==> config.mk <==
export PLATFORM = sky130hd
export DESIGN_NAME = stim_match_counter
export DESIGN_NICKNAME = d
export VERILOG_FILES = /design/src/rtl/stim_match_counter.sv
export SDC_FILE = /design/constraint.sdc
export NUM_CORES = 1
export LEC_CHECK = 0
export CORE_MARGIN = 5
export CORE_UTILIZATION = 45
export CTS_BUF_LIST = sky130_fd_sc_hd__clkbuf_2 sky130_fd_sc_hd__clkbuf_4 sky130_fd_sc_hd__clkbuf_8
export DETAILED_ROUTE_END_ITERATION = 10
export GPL_TIMING_DRIVEN = 0
export HOLD_SLACK_MARGIN = 0.08
export PLACE_DENSITY_LB_ADDON = 0.12
export SYNTH_ARGS = -nofsm -noshare
export SYNTH_HDL_FRONTEND = slang
export SYNTH_SLANG_ARGS = --single-unit
==> constraint.sdc <==
create_clock -name clk -period 5.72 [get_ports clk]
set_input_delay 1.144 -clock clk [delete_from_list [all_inputs] [get_ports clk]]
set_output_delay 1.144 -clock clk [all_outputs]
set_load 0.005 [all_outputs]
==> src/rtl/stim_match_counter.sv <==
// Stimulus run counter with per-channel compare/match detection.
// A run counts 0..TERMINAL, then either wraps (tracking the number of
// wraps) or parks in DONE. Each compare channel flags a combinational
// match pulse while running and latches it into a sticky flag.
module stim_match_counter #(
    parameter int WIDTH    = 32,
    parameter int NCMP     = 4,
    parameter int TERMINAL = 99,
    localparam int CIDX    = (NCMP > 1) ? $clog2(NCMP) : 1
) (
    input  logic             clk,
    input  logic             reset,
    input  logic             start,
    input  logic             stop,
    input  logic             wrap_mode,
    input  logic             cmp_wr,
    input  logic [CIDX-1:0]  cmp_idx,
    input  logic [WIDTH-1:0] cmp_val,
    input  logic             hit_clr,
    output logic [WIDTH-1:0] count,
    output logic             running,
    output logic             done,
    output logic [NCMP-1:0]  hit_pulse,
    output logic [NCMP-1:0]  hit_sticky,
    output logic [7:0]       wrap_cnt
);

    localparam logic [WIDTH-1:0] TERM = WIDTH'(TERMINAL);

    typedef enum logic [1:0] {
        S_IDLE = 2'd0,
        S_RUN  = 2'd1,
        S_DONE = 2'd2
    } state_t;

    state_t           state_q, state_d;
    logic [WIDTH-1:0] count_q, count_d;
    logic [7:0]       wrap_cnt_q, wrap_cnt_d;

    // State register together with the run counter and wrap counter.
    always_ff @(posedge clk) begin
        if (reset) begin
            state_q    <= S_IDLE;
            count_q    <= '0;
            wrap_cnt_q <= '0;
        end else begin
            state_q    <= state_d;
            count_q    <= count_d;
            wrap_cnt_q <= wrap_cnt_d;
        end
    end

    // Next-state and counter update; stop outranks start and terminal handling.
    always_comb begin
        state_d    = state_q;
        count_d    = count_q;
        wrap_cnt_d = wrap_cnt_q;
        if (stop) begin
            // Abort keeps count and wrap_cnt so software can read where it stopped.
            state_d = S_IDLE;
        end else begin
            case (state_q)
                S_IDLE, S_DONE: begin
                    if (start) begin
                        state_d    = S_RUN;
                        count_d    = '0;
                        wrap_cnt_d = '0;
                    end
                end
                S_RUN: begin
                    if (count_q == TERM) begin
                        if (wrap_mode) begin
                            count_d = '0;
                            if (wrap_cnt_q != 8'hFF) begin
                                wrap_cnt_d = wrap_cnt_q + 8'd1;
                            end
                        end else begin
                            state_d = S_DONE;
                        end
                    end else begin
                        count_d = count_q + WIDTH'(1);
                    end
                end
                default: state_d = S_IDLE;
            endcase
        end
    end

    // Status outputs decode the registered state only.
    always_comb begin
        running  = (state_q == S_RUN);
        done     = (state_q == S_DONE);
        count    = count_q;
        wrap_cnt = wrap_cnt_q;
    end

    genvar gi;
    generate
        for (gi = 0; gi < NCMP; gi++) begin : g_ch
            logic [WIDTH-1:0] cmp_q, cmp_d;
            logic             valid_q, valid_d;
            logic             sticky_q, sticky_d;
            logic             wr_sel;

            // Out-of-range indices simply match no channel.
            assign wr_sel        = cmp_wr && (cmp_idx == CIDX'(gi));
            // Match uses the stored compare value, not a same-cycle write.
            assign hit_pulse[gi]  = running && valid_q && (count_q == cmp_q);
            assign hit_sticky[gi] = sticky_q;

            // Compare register write and sticky update (a new hit beats hit_clr).
            always_comb begin
                cmp_d    = cmp_q;
                valid_d  = valid_q;
                if (wr_sel) begin
                    cmp_d   = cmp_val;
                    valid_d = 1'b1;
                end
                sticky_d = hit_pulse[gi] | (sticky_q & ~hit_clr);
            end

            // Per-channel compare, valid and sticky registers.
            always_ff @(posedge clk) begin
                if (reset) begin
                    cmp_q    <= '0;
                    valid_q  <= 1'b0;
                    sticky_q <= 1'b0;
                end else begin
                    cmp_q    <= cmp_d;
                    valid_q  <= valid_d;
                    sticky_q <= sticky_d;
                end
            end
        end
    endgenerate

endmodule

==> impl_metrics.env <==
export IMPL_clock_root_buffer="clkbuf_8"
export IMPL_vias=8468
export IMPL_initial_core_util=0.457
export IMPL_startpoint_type="register"
export IMPL_finalClockSkew_ns=0.0174
export IMPL_synth_top_flop_cell="dfxtp_1"
export IMPL_fin_crit_ns=4.53
export IMPL_syn_area_um2=8920
export IMPL_routabilityCongestion=0.924
export IMPL_grt_usage=0.273
export IMPL_fmax_mhz=221
export IMPL_min_to="g_ch[0].cmp_q[3]$_SDFFE_PP0P_"
export IMPL_worstPathRequired_ns=4.58
export IMPL_final_setup_viol_count=0
export IMPL_relSlewSlack=0.296
export IMPL_outcome="finished clean"
export IMPL_cts_setup_buffers=0
export IMPL_fin_crit_sh=0.792
export IMPL_cts_resized=0
export IMPL_yosys_warnings=0
export IMPL_die_area_um2=22700
export IMPL_grt_overflow=0
export IMPL_coreArea_um2=19500
export IMPL_numCtsBuffers=17
export IMPL_die_w_um=151
export IMPL_power_internal_w=0.00187
export IMPL_design_portCount=91
export IMPL_p_per_area_nw_per_um2=239
export IMPL_grt_max_degree=17
export IMPL_final_cell_mix="nand2_1, dfxtp_1, a21oi_1"
export IMPL_power_frac_seq=0.511
export IMPL_hp_start="g_ch[0].cmp_q[3]$_SDFFE_PP0P_"
export IMPL_routed_via_density=5.62
export IMPL_swShare=0.263
export IMPL_p_switching_w=0.000665
export IMPL_htree_num_levels=4
export IMPL_syn_area_per_cell_um2=7.96
export IMPL_ir_drop_mv=0.153
export IMPL_async_flop_share=0
export IMPL_synth_seq_area_share=0.399
export IMPL_leakagePower_nw=3.57
export IMPL_drv_slew=0
export IMPL_yosysUniqueCellTypes=63
export IMPL_drt_iter0_drc=703
export IMPL_dpl_hpwl_mm=23.4
export IMPL_cts_tree="yes"
export IMPL_drive_gt1_frac=0.0766
export IMPL_syn_nets=1164
export IMPL_areaGrowthSynthToFinish_pct=18.6
export IMPL_drc_errors=0
export IMPL_clk_path_buf_depth=2
export IMPL_worstMarginPinSlew_ns=1.05
export IMPL_hold_viol_final=0
export IMPL_netlist_instances=1121
export IMPL_grt_antenna_before_repair=0
export IMPL_wl_per_cell_um=20.5
export IMPL_placedCellCount=1474
export IMPL_rows=51
export IMPL_final_common_cell="nand2_1"
export IMPL_reg2reg_depth=6
export IMPL_r2r_start="count[15]$_SDFFE_PP0P_"
export IMPL_rsz0062_at_grt="no"
export IMPL_die_y_um=151
export IMPL_clkTransAtPathRegs_ns=0.10
export IMPL_portBuffers=88
export IMPL_fill_cells=1952
export IMPL_cp_end_kind="output pin"
export IMPL_grt_pass1_vias=7953
export IMPL_drv_max_cap_violation_count=0
export IMPL_r2r_end="count[28]$_SDFFE_PP0P_"
export IMPL_hold_class="register to register"
export IMPL_synth_edf_count=0
export IMPL_combPwrFrac=0.097
export IMPL_final_setup_tns_ns=0
export IMPL_path_class="register to output pin"
export IMPL_cts_hold_fix_buffers=0
export IMPL_cp_arrival_ns=3.39
export IMPL_min_path_cells=2
export IMPL_reg2reg_slack_ns=3.12
export IMPL_grt_pass1_wl_mm=46.8
export IMPL_drt_total_wl_mm=30.8
export IMPL_p_clk_frac=0.392
export IMPL_drtPass1Iterations=5
export IMPL_clock_latency_ns=0.48
export IMPL_antenna_cells=0
export IMPL_crit_fanout=10
export IMPL_final_cell_count_no_fill=1506
export IMPL_final_util=0.542
export IMPL_synth_seq_cells=178
export IMPL_finalNetCount=1271
export IMPL_cts_sinks=178
export IMPL_drt_antenna_violating_nets=0
==> per-layer routing <==
metal / part of all wire / track usage / up-vias
met5: 0 / 0 / -
met1: 0.42 / 0.357 / 3990
li1: - / - / 4040
met3: 0.079 / 0.0413 / 75
met2: 0.47 / 0.448 / 363
met4: 0.037 / 0.118 / 0
==> cells by family after synthesis <==
logic type | after synthesis | synth area share
and+or+nand+nor | 472 | 0.255
AOI/OAI and AO/OA | 225 | 0.154
DFF | 178 | 0.399
xor gates and xnor gates | 128 | 0.126
buffers and inverters | 108 | 0.0538
muxes | 8 | 0.00911
adders and majority gates | 2 | 0.00280
==> cell usage after synthesis (5+ instances only) <==
| master | instances | area share |
|---|---|---|
| o21ai_0 | 5 | 0.0028 |
| nand3_1 | 32 | 0.018 |
| buf_2 | 23 | 0.013 |
| inv_1 | 11 | 0.0046 |
| nor2b_1 | 7 | 0.0049 |
| nor4_1 | 13 | 0.0091 |
| buf_1 | 9 | 0.0038 |
| mux2i_1 | 7 | 0.0079 |
| clkbuf_1 | 54 | 0.023 |
| a31oi_1 | 12 | 0.0084 |
| a41oi_1 | 5 | 0.0049 |
| xor2_1 | 25 | 0.025 |
| and3_1 | 8 | 0.0056 |
| a211oi_2 | 6 | 0.0084 |
| nor2_1 | 27 | 0.011 |
| or3_1 | 5 | 0.0035 |
| xnor2_1 | 103 | 0.10 |
| nor3_1 | 17 | 0.0095 |
| or4_1 | 5 | 0.0042 |
| buf_4 | 8 | 0.0067 |
| nand2_1 | 282 | 0.12 |
| dfxtp_1 | 178 | 0.40 |
| a21oi_1 | 157 | 0.088 |
| nand2b_1 | 7 | 0.0049 |
| nand4_1 | 37 | 0.026 |
| and4_1 | 7 | 0.0069 |
==> worst max-delay path, cell delays in order (launching register included) <==
cell and delay (ns):
dfxtp_1 0.54, clkbuf_1 0.55, xor2_1 0.26, nor4_1 0.22, nand2_1 0.09, nor4_1 0.61, clkdlybuf4s50_1 0.63
==> flip-flops by register name (all words and copies together) (netlist names) <==
register and flops:
g_ch.cmp_q 128, g_ch.valid_q 4, state_q 2, g_ch.sticky_q 4, count 32, wrap_cnt 8
==> cell type report <==
class	count	area, µm²	area share
clock buffer	20	269	0.0254
sequential	178	3560	0.337
inverter	11	41.3	0.00390
clock inverter	12	181	0.0171
multi-input combinational	835	4880	0.461
tap	265	332	0.0313
buffer	97	439	0.0415
timing repair buffer	88	881	0.0832
==> through the flow <==
step / instance area [µm²] / hold WS (ns) / power (W) / setup WS [ns]
global placement: 10100 / 0.449 / 0.00156 / 1.70
floorplan: 8920 / 0.440 / 0.00145 / 3.00
CTS: 10600 / 0.472 / 0.00253 / 1.16
detailed placement: 10100 / 0.458 / 0.00156 / 1.68
global route: 10600 / 0.486 / 0.00261 / 1.04
finish: 10600 / 0.470 / 0.00253 / 1.19
==> how the worst max path moves through the flow <==
stage                   endpoint                    start  slack (ns)  depth (start not counted)
finish              hit_pulse[1]    count[8]$_SDFFE_PP0P_        1.19                          6
global route        hit_pulse[1]    count[8]$_SDFFE_PP0P_        1.04                          6
CTS                 hit_pulse[1]    count[8]$_SDFFE_PP0P_        1.16                          6
detailed placement  hit_pulse[1]    count[8]$_SDFFE_PP0P_        1.68                          6
global placement    hit_pulse[1]    count[8]$_SDFFE_PP0P_        1.70                          6
floorplan           hit_pulse[1]  state_q[1]$_SDFFE_PP0P_        3.00                          6
==> power by group through the flow <==
stage	Combinational (W)	Clock, W	Sequential [W]
floorplan	0.000138	0	0.00132
global placement	0.000240	0	0.00132
detailed placement	0.000242	0	0.00132
CTS	0.000243	0.000994	0.00129
global route	0.000266	0.00104	0.00130
finish	0.000245	0.000992	0.00129
Power figures use the tool's default switching activity.
